**src/rtl/slave_fsm_if.sv**
```systemverilog
// Bus-side and datapath-side signals of the I2C slave controller, bundled for
// the slave block and for whatever models the bus master/datapath around it.
interface slave_fsm_if;
    logic       slave_scl_in;
    logic       slave_sda_in;
    logic       slave_sda_oe;
    logic [7:0] slave_rx_data;
    logic       slave_rx_valid;
    logic       slave_rx_ready;
    logic [7:0] slave_tx_data;
    logic       slave_tx_req;
    logic       slave_rd_wr;
    logic       slave_busy;

    // rx: slave_rx_valid is a one-cycle strobe with no back-pressure; slave_rx_ready
    // is only consulted at the ACK slot. tx: slave_tx_req asks for the next byte and
    // slave_tx_data must be stable by the following SCL fall, when it is loaded.
    modport slave (
        input  slave_scl_in, slave_sda_in, slave_rx_ready, slave_tx_data,
        output slave_sda_oe, slave_rx_data, slave_rx_valid, slave_tx_req,
        output slave_rd_wr, slave_busy
    );

    modport master (
        output slave_scl_in, slave_sda_in, slave_rx_ready, slave_tx_data,
        input  slave_sda_oe, slave_rx_data, slave_rx_valid, slave_tx_req,
        input  slave_rd_wr, slave_busy
    );
endinterface

```
**src/rtl/slave_fsm.sv**
```systemverilog
// I2C slave controller running on an oversampling clock; open-drain SDA only.
// Optional feature: define SLAVE_GEN_CALL_EN to also accept the general-call address 8'h00.
module slave_fsm #(
    parameter logic [6:0] SLAVE_ADDR = 7'h50
) (
    input  logic          slave_scl_sixt,
    input  logic          slave_rst,
    slave_fsm_if.slave    bus,
    output logic [2:0]    dbg_state
);

    typedef enum logic [2:0] {
        IDLE, ADDR, ADDR_ACK, RX_DATA, RX_ACK, TX_DATA, TX_ACK_CHK, WAIT_STOP
    } state_t;

    state_t     state;
    logic       scl_s1, scl_s2, scl_d;
    logic       sda_s1, sda_s2, sda_d;
    logic [2:0] bit_cnt;
    logic [7:0] shreg;
    logic       byte_done;
    logic       ack_ok;
    logic       oe, rx_valid, tx_req, rd_wr, busy;
    logic [7:0] rx_data;

    logic       scl_rise, scl_fall, start_det, stop_det, addr_match;
    logic [7:0] rx_shift;

    // Synchronizers preset high so reset looks like an idle bus.
    always_ff @(posedge slave_scl_sixt) begin
        if (slave_rst) begin
            {scl_s1, scl_s2, scl_d} <= 3'b111;
            {sda_s1, sda_s2, sda_d} <= 3'b111;
        end else begin
            scl_s1 <= bus.slave_scl_in;
            scl_s2 <= scl_s1;
            scl_d  <= scl_s2;
            sda_s1 <= bus.slave_sda_in;
            sda_s2 <= sda_s1;
            sda_d  <= sda_s2;
        end
    end

    assign scl_rise  = scl_s2 & ~scl_d;
    assign scl_fall  = ~scl_s2 & scl_d;
    assign start_det = scl_s2 & scl_d & sda_d & ~sda_s2;
    assign stop_det  = scl_s2 & scl_d & ~sda_d & sda_s2;
    assign rx_shift  = {shreg[6:0], sda_s2};

`ifdef SLAVE_GEN_CALL_EN
    assign addr_match = (shreg[7:1] == SLAVE_ADDR) || (shreg == 8'h00);
`else
    assign addr_match = (shreg[7:1] == SLAVE_ADDR);
`endif

    always_ff @(posedge slave_scl_sixt) begin
        if (slave_rst) begin
            state     <= IDLE;
            bit_cnt   <= 3'd0;
            shreg     <= 8'h00;
            byte_done <= 1'b0;
            ack_ok    <= 1'b0;
            oe        <= 1'b0;
            rx_valid  <= 1'b0;
            tx_req    <= 1'b0;
            rd_wr     <= 1'b0;
            busy      <= 1'b0;
            rx_data   <= 8'h00;
        end else begin
            rx_valid <= 1'b0;
            tx_req   <= 1'b0;
            // Bus conditions take priority over any SCL strobe in the same cycle.
            if (start_det) begin
                state     <= ADDR;
                oe        <= 1'b0;
                busy      <= 1'b0;
                bit_cnt   <= 3'd0;
                byte_done <= 1'b0;
            end else if (stop_det) begin
                state     <= IDLE;
                oe        <= 1'b0;
                busy      <= 1'b0;
                byte_done <= 1'b0;
            end else begin
                case (state)
                    IDLE: ;
                    ADDR: begin
                        if (scl_rise) begin
                            shreg   <= rx_shift;
                            bit_cnt <= bit_cnt + 3'd1;
                            if (bit_cnt == 3'd7) byte_done <= 1'b1;
                        end else if (scl_fall && byte_done) begin
                            byte_done <= 1'b0;
                            bit_cnt   <= 3'd0;
                            if (addr_match) begin
                                state <= ADDR_ACK;
                                oe    <= 1'b1;
                                rd_wr <= shreg[0];
                                busy  <= 1'b1;
                            end else begin
                                state <= WAIT_STOP;
                                oe    <= 1'b0;
                            end
                        end
                    end
                    ADDR_ACK: begin
                        if (scl_rise && rd_wr) begin
                            tx_req <= 1'b1;
                        end else if (scl_fall) begin
                            if (rd_wr) begin
                                state <= TX_DATA;
                                shreg <= bus.slave_tx_data;
                                oe    <= ~bus.slave_tx_data[7];
                            end else begin
                                state <= RX_DATA;
                                oe    <= 1'b0;
                            end
                        end
                    end
                    RX_DATA: begin
                        if (scl_rise) begin
                            shreg   <= rx_shift;
                            bit_cnt <= bit_cnt + 3'd1;
                            if (bit_cnt == 3'd7) begin
                                rx_data   <= rx_shift;
                                rx_valid  <= 1'b1;
                                byte_done <= 1'b1;
                            end
                        end else if (scl_fall && byte_done) begin
                            byte_done <= 1'b0;
                            ack_ok    <= bus.slave_rx_ready;
                            oe        <= bus.slave_rx_ready;
                            state     <= RX_ACK;
                        end
                    end
                    RX_ACK: begin
                        if (scl_fall) begin
                            oe    <= 1'b0;
                            state <= ack_ok ? RX_DATA : WAIT_STOP;
                        end
                    end
                    TX_DATA: begin
                        // Bit 7 is already on the bus at entry; each later fall presents the next bit.
                        if (scl_rise) begin
                            bit_cnt <= bit_cnt + 3'd1;
                            if (bit_cnt == 3'd7) byte_done <= 1'b1;
                        end else if (scl_fall) begin
                            if (byte_done) begin
                                byte_done <= 1'b0;
                                oe        <= 1'b0;
                                state     <= TX_ACK_CHK;
                            end else begin
                                shreg <= {shreg[6:0], 1'b0};
                                oe    <= ~shreg[6];
                            end
                        end
                    end
                    TX_ACK_CHK: begin
                        // byte_done doubles as "master ACK seen" while in this state.
                        if (scl_rise) begin
                            if (!sda_s2) begin
                                tx_req    <= 1'b1;
                                byte_done <= 1'b1;
                            end else begin
                                state <= WAIT_STOP;
                            end
                        end else if (scl_fall && byte_done) begin
                            byte_done <= 1'b0;
                            shreg     <= bus.slave_tx_data;
                            oe        <= ~bus.slave_tx_data[7];
                            state     <= TX_DATA;
                        end
                    end
                    WAIT_STOP: begin
                        oe   <= 1'b0;
                        busy <= 1'b0;
                    end
                    default: state <= IDLE;
                endcase
            end
        end
    end

    assign bus.slave_sda_oe   = oe;
    assign bus.slave_rx_data  = rx_data;
    assign bus.slave_rx_valid = rx_valid;
    assign bus.slave_tx_req   = tx_req;
    assign bus.slave_rd_wr    = rd_wr;
    assign bus.slave_busy     = busy;
    assign dbg_state          = state;

endmodule

```
**src/flat_wrapper.sv**
```systemverilog
// flat-port wrapper written by rule: the top's interface ports become plain ports
module slave_fsm_flat 
#(
    parameter logic [6:0] SLAVE_ADDR = 7'h50
)
  (slave_scl_sixt, slave_rst, dbg_state, bus_slave_scl_in, bus_slave_sda_in, bus_slave_rx_ready, bus_slave_tx_data, bus_slave_sda_oe, bus_slave_rx_data, bus_slave_rx_valid, bus_slave_tx_req, bus_slave_rd_wr, bus_slave_busy);
  slave_fsm_if bus_i ();
  input  logic slave_scl_sixt;
  input  logic slave_rst;
  output logic [2:0] dbg_state;
  input wire logic [$bits(bus_i.slave_scl_in)-1:0] bus_slave_scl_in;
  input wire logic [$bits(bus_i.slave_sda_in)-1:0] bus_slave_sda_in;
  input wire logic [$bits(bus_i.slave_rx_ready)-1:0] bus_slave_rx_ready;
  input wire logic [$bits(bus_i.slave_tx_data)-1:0] bus_slave_tx_data;
  output wire logic [$bits(bus_i.slave_sda_oe)-1:0] bus_slave_sda_oe;
  output wire logic [$bits(bus_i.slave_rx_data)-1:0] bus_slave_rx_data;
  output wire logic [$bits(bus_i.slave_rx_valid)-1:0] bus_slave_rx_valid;
  output wire logic [$bits(bus_i.slave_tx_req)-1:0] bus_slave_tx_req;
  output wire logic [$bits(bus_i.slave_rd_wr)-1:0] bus_slave_rd_wr;
  output wire logic [$bits(bus_i.slave_busy)-1:0] bus_slave_busy;
  assign bus_i.slave_scl_in = bus_slave_scl_in;
  assign bus_i.slave_sda_in = bus_slave_sda_in;
  assign bus_i.slave_rx_ready = bus_slave_rx_ready;
  assign bus_i.slave_tx_data = bus_slave_tx_data;
  assign bus_slave_sda_oe = bus_i.slave_sda_oe;
  assign bus_slave_rx_data = bus_i.slave_rx_data;
  assign bus_slave_rx_valid = bus_i.slave_rx_valid;
  assign bus_slave_tx_req = bus_i.slave_tx_req;
  assign bus_slave_rd_wr = bus_i.slave_rd_wr;
  assign bus_slave_busy = bus_i.slave_busy;
  slave_fsm #(.SLAVE_ADDR(SLAVE_ADDR)) u_core (.slave_scl_sixt(slave_scl_sixt), .slave_rst(slave_rst), .bus(bus_i), .dbg_state(dbg_state));
endmodule
```
**config.mk**
```make
export PLATFORM = sky130hd
export DESIGN_NAME = slave_fsm_flat
export DESIGN_NICKNAME = d
export VERILOG_FILES = /design/src/rtl/slave_fsm_if.sv /design/src/rtl/slave_fsm.sv /design/src/flat_wrapper.sv
export SDC_FILE = /design/constraint.sdc
export NUM_CORES = 1
export LEC_CHECK = 0
export BUFFER_PORTS_ARGS = -buffer_cell sky130_fd_sc_hd__buf_2
export CORE_MARGIN = 2
export CORE_UTILIZATION = 25
export DETAILED_ROUTE_END_ITERATION = 6
export GPL_TIMING_DRIVEN = 0
export SLEW_MARGIN = 10
export SYNTH_ARGS = -nofsm -noshare
export SYNTH_HDL_FRONTEND = slang
export SYNTH_SLANG_ARGS = --single-unit
```
**constraint.sdc**
```tcl
create_clock -name slave_scl_sixt -period 2.19 [get_ports slave_scl_sixt]
set_clock_uncertainty 0.15 [all_clocks]
set_input_delay 0.1095 -clock slave_scl_sixt [delete_from_list [all_inputs] [get_ports slave_scl_sixt]]
set_output_delay 0.1095 -clock slave_scl_sixt [all_outputs]
set_load 0.03 [all_outputs]
```
### Word-level counts from Yosys, hierarchy flattened

Index checks and enable logic that the tools add are counted.

| word-level totals | value |
|---|---|
| bits in registers | 35 |
| output and inout port bits | 16 |
| word-level logic and storage cells | 167 |

| cells by class | value |
|---|---|
| add/subtract/negate cells | 1 |
| equal/unequal tests | 43 |
| mux-type cells | 64 |
| bitwise logic cells | 17 |
| reductions and logical operators | 24 |

Operator list:

| operator | number |
|---|---|
| $mux 8 | 9 |
| $mux 3 | 19 |
| $pmux 8 s4 | 1 |
| $mux 1 | 29 |
| $reduce_and 13->1 | 2 |
| $ne 4x1->1 const B | 6 |
| $reduce_and 12->1 | 2 |
| $ne 2x1->1 const B | 11 |
| $pmux 3 s6 | 1 |
| $eq 3x3->1 const B | 5 |
| $ne 2x2->1 const B | 6 |
| $ne 4x4->1 const B | 3 |
| $not 1->1 | 10 |
| $reduce_and 5->1 | 2 |
| $ne 3x1->1 const B | 3 |
| $reduce_and 4->1 | 2 |
| $reduce_bool 8->1 | 1 |
| $and 1x1->1 | 7 |
| $eq 7x7->1 const B | 1 |
| $pmux 1 s7 | 1 |
| $reduce_bool 7->1 | 1 |
| $eq 3x2->1 const B | 2 |
| $pmux 3 s2 | 1 |
| $reduce_and 6->1 | 1 |
| other kinds (18) | 23 |

### Logic depth before layout (Yosys ltp)

Gate-level depths: netlist of run 1.

| depth | value |
|---|---|
| word-level depth | 8 |
| gate-level depth with buffers | 7 |

### Worst setup path before layout of run 1

Ideal clock, no wire load.

| path | value |
|---|---|
| path type | register to register |
| start | register u_core.state[2], in the netlist u_core.dbg_state[2] |
| end | register u_core.state[0], in the netlist u_core.dbg_state[0] |
| library setup time | 0.123 ns |
| arrival time | 1.716 ns |
| slack | 0.201 ns |
| cell stages (with the launch flop) | 8 |
| path buffers | 2 |
| period minus slack after synthesis | 1.989 ns |
| cells stage by stage | dfxtp_1 > buf_2 > nand2_2 > nand2_1 > buf_2 > nor2_1 > o32ai_2 > mux2_1 |

| between the ends | value |
|---|---|
| cells in the longest elaborated chain, start to end | 4 |

Ends and longest elaborated chain:

| item | line | text |
|---|---|---|
| from (decl) | slave_fsm.sv:16 | `state_t state;` |
| from (signal assigned) | slave_fsm.sv:139 | `state <= ack_ok ? RX_DATA : WAIT_STOP;` |
| $eq 3x3->1 (tied with other cells) | slave_fsm.sv:85 | `case (state)` |
| $pmux 3 s6 | slave_fsm.sv:85 |  |
| $mux 1 | slave_fsm.sv:79 | `end else if (stop_det) begin` |
| $mux 1 | slave_fsm.sv:73 | `if (start_det) begin` |

Parallel ways exist; a longest one is shown, timed or not.
A chain may end at the register's enable or synchronous reset.

### Worst setup path in the final report of run 1

| path | value |
|---|---|
| start | register u_core.state[1], in the netlist u_core.dbg_state[1] |
| end | register u_core.state[0], in the netlist u_core.dbg_state[0] |

Same word-level chain as after synthesis.

==> results of run 1 <==
## sequential cells by signal, indices dropped and copies added, names as in the netlist
register	cells
u_core.bus.slave_rx_data	8
u_core.shreg	8
u_core.bit_cnt	3
u_core.dbg_state	3
u_core.ack_ok	1
u_core.bus.slave_busy	1
u_core.bus.slave_rd_wr	1
u_core.bus.slave_rx_valid	1
u_core.bus.slave_sda_oe	1
u_core.bus.slave_tx_req	1
u_core.byte_done	1
u_core.scl_d	1
u_core.scl_s1	1
u_core.scl_s2	1
u_core.sda_d	1
u_core.sda_s1	1
u_core.sda_s2	1
## critical path, stage by stage, from the launching register on
cell and delay, ns:
dfxtp_1 0.48, nand2_2 0.21, nand2_1 0.13, buf_2 0.23, nor2_1 0.07, o32ai_2 0.25, mux2_1 0.34
## cells by family after synthesis
logic type	Yosys count	share of synthesized area (%)
AO/OA/AOI/OAI	60	24.81
AND/OR/NAND/NOR	91	24.75
multiplexers	12	6.591
buffers and inverters	19	4.842
adder cells (fa/ha/maj)	2	1.345
flip-flops	35	37.66
## worst max-delay path by stage
stage	end	slack, ns	cells past startpoint
after floorplan	u_core.dbg_state[0]	0.20	7
after detailed placement	u_core.dbg_state[0]	0.21	6
after global placement	u_core.dbg_state[0]	0.22	6
final	u_core.dbg_state[0]	0.22	6
after global routing	u_core.dbg_state[0]	0.09	6
after CTS	u_core.dbg_state[0]	0.20	6
## final cells by class
class	instances	area, um^2	share of cell area, %
clock buffer	7	76.32	3.310
inverter	4	15.01	0.6511
buffer	15	75.07	3.256
clock inverter	1	5.005	0.2170
multi-input combinational	165	1070	46.39
timing repair buffer	38	240.2	10.42
tap	99	123.9	5.372
sequential	35	700.7	30.39
## power by group through the flow
stage | sequential [mW] | combinational (mW) | clock [mW]
after detailed placement | 0.666 | 0.105 | 0
after floorplan | 0.667 | 0.0685 | 0
after global placement | 0.666 | 0.104 | 0
after global routing | 0.652 | 0.132 | 0.501
final | 0.651 | 0.119 | 0.456
after CTS | 0.651 | 0.119 | 0.470
## routing by layer
metal / vias to the layer above / share of wire [%] / GRT usage (%)
li1: 874 / - / -
met1: 830 / 47 / 16.98
met2: 57 / 44 / 17.73
met3: 9 / 7.0 / 3.172
met4: 0 / 2.3 / 6.026
met5: - / 0 / 0
## cells in the final DEF (no fill, tap or decap), types with 2 or more instances in the layout
cell type and n:
a211o_1 2, a211oi_1 3, a21boi_0 2, a21o_1 2, a21oi_1 10, a22o_1 3
a22oi_1 3, a311oi_1 6, buf_2 34, clkbuf_1 8, clkbuf_8 5, dfxtp_1 35
dlygate4sd3_1 10, ha_1 2, inv_1 3, mux2i_1 10, nand2_1 20, nand2b_1 6
nand3_1 9, nor2_1 28, nor2b_1 3, nor3_1 4, nor3b_1 2, o211ai_1 3
o21ai_0 10, o22ai_1 2, o31ai_1 2, or2_1 2, or2_2 6
==> flow_summary.ini, run 1 <==
[run_status]
status = finished clean

[min_path]
hp-class = input port to register
holdPathStages = 3
whs_endpoint = u_core.shreg[0]
hold_start = bus_slave_tx_data[0]

[floorplanning]
core_area_um2 = 7214
fp.dieArea_um2 = 8148
die_x_um = 90.27
die_h_um = 90.27
pin_count = 29
core.rowCount = 31
start_util_pct = 25.79

[clock_tree]
cts_buffers = 5
cts_sinks = 35
cts.clk_slew.worst_paths_ns = 0.07
clk_latency_ns = 0.29
postCtsSetupRepairBufs = 0
cts_tree = done
hold_buffers = 10
ctsRootBufferMaster = clkbuf_8
clock_path_buffers = 2
ctsResizeCount = 0
h-tree-depth = 2

[setup_path]
startpoint_type = register
crit_arrival_ns = 2.00
reg2regPathDepth = 6
crit_fanout = 10
crit_required_ns = 2.22
r2r-start = u_core.dbg_state[1]
r2r_end = u_core.dbg_state[0]
setup.worst_path.class = register to register
r2r_slack_ns = 0.22
endpoint_kind = register
crit_start = u_core.dbg_state[1]

[flow_run]
cap_violations = 0

[finish]
diodes = 0
nets = 279
drive_gt1_share_pct = 23.40
fin_area_um2 = 2306
utilization_pct = 31.96
fin_cells = 364
fillers = 796
area_growth_pct = 23.94

[pwr]
power_frac_seq_pct = 53.1
ir_worst_vdd_mv = 0.2323
total_power_mw = 1.226
cellLeakagePower_nw = 0.8618
clock_power_share_pct = 37.2
sw_frac_of_total_pct = 25.22
combinationalPowerShare_pct = 9.7
p_per_area_nw_per_um2 = 531.8
switchingPower_mw = 0.3093
p_int_mw = 0.9170

[route]
viasPerCell = 4.863
wl_per_cell_um = 13.21
ant_nets = 0
drtIter0Drc = 164
drc = 0
firstDrtPassIters = 4
num_vias = 1770
wirelength_um = 4810

[logic_synthesis]
synth_edf_count = 0
synth.distinct_cells = 56
ys_warn_count = 0
syn_area_um2 = 1861
ys_async_sr_fraction_pct = 0
synth.most_common_cell = dfxtp_1
ys.flop_type = dfxtp_1
synth_commonest_cells = dfxtp_1 (35), nor2_1 (28), nand2_1 (20)
synthTopCellsByArea = dfxtp_1 (38%), nor2_1 (5.6%), mux2i_1 (5.4%)
ys_ff_latch = 35
seq_area_frac_synth_pct = 37.66
synth_cells = 219
yosysTopAreaCell = dfxtp_1
synth_top_area_share_pct = 37.66
synth.avg_cell_area_um2 = 8.496
synthesis.nets = 234

[place]
gp_congestion = 0.9051
dp.cells = 346
dp_hpwl_um = 3412
preCtsSetupSlack_ns = 0.2141
io_buffers = 28
dpl-instance-area_um2 = 2125

[sta]
finalCriticalPeriod_ns = 1.970
hold_violations = 0
whs_ns = 0.06781
fin_setup_tns_ns = 0
max_freq_mhz = 507.6
tightest_slew_ns = 0.5344
setup_viol = 0
max_slew_margin_pct = 64.38
final.setup.worst_slack_ns = 0.2200
min_period_over_period_pct = 89.95
rsz0062_at_grt = no
drv_slew = 0

[global_routing]
track_usage_pct = 12.30
grt.overflow.total = 0
antenna_found_initial = 0
grt_max_degree = 11
grt_pass1_vias = 1674
grt_pass1_wl_um = 8135
(Power assumes the default switching activity.)
==> run 2, diff against run 1 <==
==> constraint.sdc (replaced) <==
create_clock -name slave_scl_sixt -period 2.19 [get_ports slave_scl_sixt]
set_clock_uncertainty 0.15 [all_clocks]
set_input_delay 0.3285 -clock slave_scl_sixt [delete_from_list [all_inputs] [get_ports slave_scl_sixt]]
set_output_delay 0.3285 -clock slave_scl_sixt [all_outputs]
set_load 0.03 [all_outputs]
==> run 2 against run 1 <==
Critical path depth did not move. Register-to-register slack hardly changed. Global-route usage is 0.21 points lower. Critical endpoint unchanged. Wire length fell by 1.8%. Hold slack better by 0.0055 ns. Via count is 1.0% lower. Highest routed layer unchanged. Sequential share of layout area is 1.4 points higher. Largest power group unchanged. Design area fell by 4.3%.
==> flow_summary.ini, run 2 (same netlist as run 1, synthesis figures left out) <==
[route]
drtIter0Drc = 169
num_vias = 1752
drc = 0
wirelength_um = 4724
viasPerCell = 4.949
ant_nets = 0
firstDrtPassIters = 4
wl_per_cell_um = 13.34

[setup_path]
crit_fanout = 10
reg2regPathDepth = 6
r2r_end = u_core.dbg_state[0]
endpoint_kind = register
setup.worst_path.class = register to register
crit_arrival_ns = 2.01
r2r_slack_ns = 0.21
r2r-start = u_core.dbg_state[1]
crit_required_ns = 2.22
startpoint_type = register

[floorplanning]
pin_count = 29
die_h_um = 90.27
core_area_um2 = 7214
start_util_pct = 25.79
fp.dieArea_um2 = 8148
core.rowCount = 31
die_x_um = 90.27

[pwr]
ir_worst_vdd_mv = 0.2286
combinationalPowerShare_pct = 8.7
total_power_mw = 1.216
p_per_area_nw_per_um2 = 551.1
power_frac_seq_pct = 53.6
p_int_mw = 0.9054
cellLeakagePower_nw = 0.8200
clock_power_share_pct = 37.8
sw_frac_of_total_pct = 25.52
switchingPower_mw = 0.3103

[sta]
rsz0062_at_grt = no
final.setup.worst_slack_ns = 0.2131
max_slew_margin_pct = 64.73
tightest_slew_ns = 0.5290
max_freq_mhz = 505.8
hold_violations = 0
fin_setup_tns_ns = 0
min_period_over_period_pct = 90.27
setup_viol = 0
drv_slew = 0
finalCriticalPeriod_ns = 1.977

[finish]
diodes = 0
area_growth_pct = 18.56
nets = 269
drive_gt1_share_pct = 24.31
fin_area_um2 = 2206
layout_commonest_cell = dfxtp_1
fillers = 806
mostFrequentLayoutCells = dfxtp_1 (35), buf_2 (34), nor2_1 (28)

[clock_tree]
clk_latency_ns = 0.29
ctsRootBufferMaster = clkbuf_8
cts.clk_slew.worst_paths_ns = 0.08
cts_sinks = 35
postCtsSetupRepairBufs = 0
h-tree-depth = 2
clock_path_buffers = 2
cts_buffers = 5
hold_buffers = 0
ctsResizeCount = 0
cts_tree = done

[place]
preCtsSetupSlack_ns = 0.2141
dpl-instance-area_um2 = 2125
dp_hpwl_um = 3412
io_buffers = 28
gp_congestion = 0.9051

[min_path]
whs_endpoint = u_core.scl_s1
hold_start = bus_slave_scl_in
hp-class = input port to register
holdPathStages = 2

[global_routing]
grt_pass1_wl_um = 7990
track_usage_pct = 12.09
grt_max_degree = 11
grt_pass1_vias = 1636
antenna_found_initial = 0
grt.overflow.total = 0

[flow_run]
cap_violations = 0

[run_status]
status = finished clean
## run 2: worst max path at each step
stage / start / end / depth (start not counted)
4_1_cts: u_core.dbg_state[1] / u_core.dbg_state[0] / 6
6_report: u_core.dbg_state[1] / u_core.dbg_state[0] / 6
3_3_place_gp: u_core.dbg_state[1] / u_core.dbg_state[0] / 6
3_5_place_dp: u_core.dbg_state[1] / u_core.dbg_state[0] / 6
2_1_floorplan: u_core.dbg_state[2] / u_core.dbg_state[0] / 7
5_1_grt: u_core.dbg_state[1] / u_core.dbg_state[0] / 6
## run 2: through the flow
stage | util (%) | hold slack (ns) | std cells
final | 30.58 | 0.07329 | 354
after floorplan | - | 0.2395 | 219
after CTS | 30.58 | 0.06908 | 354
after detailed placement | 29.45 | 0.2470 | 346
after global routing | 30.58 | 0.08027 | 354
after global placement | 29.45 | 0.2427 | 346
## run 2: power by group through the flow
| stage | Sequential (mW) | Combinational (mW) | Clock (mW) |
|---|---|---|---|
| after global placement | 0.666 | 0.104 | 0 |
| final | 0.652 | 0.105 | 0.459 |
| after floorplan | 0.667 | 0.0685 | 0 |
| after detailed placement | 0.666 | 0.105 | 0 |
| after global routing | 0.652 | 0.117 | 0.501 |
| after CTS | 0.651 | 0.105 | 0.470 |
## run 2: worst max-delay path, stage by stage (launching register included)
cell     delay, ns
dfxtp_1       0.48
nand2_2       0.21
nand2_1       0.13
buf_2         0.23
nor2_1        0.07
o32ai_2       0.25
mux2_1        0.34
## run 2: cell type report
type | count | area [um^2] | share of cell area [%]
Buffer | 15 | 75.07 | 3.403
Clock inverter | 1 | 5.005 | 0.2269
Multi-Input combinational cell | 165 | 1070 | 48.50
Timing Repair Buffer | 28 | 140.1 | 6.353
Tap cell | 99 | 123.9 | 5.615
Sequential cell | 35 | 700.7 | 31.76
Inverter | 4 | 15.01 | 0.6807
Clock buffer | 7 | 76.32 | 3.460
## run 2: metal layers
metal	track usage [%]	vias to the layer above	part of all wire [%]	wire (um)
met4	6.026	0	2.3	110
li1	-	859	-	-
met5	0	-	0	0
met2	17.23	61	43	2012
met3	3.255	9	7.5	352
met1	16.72	823	48	2249
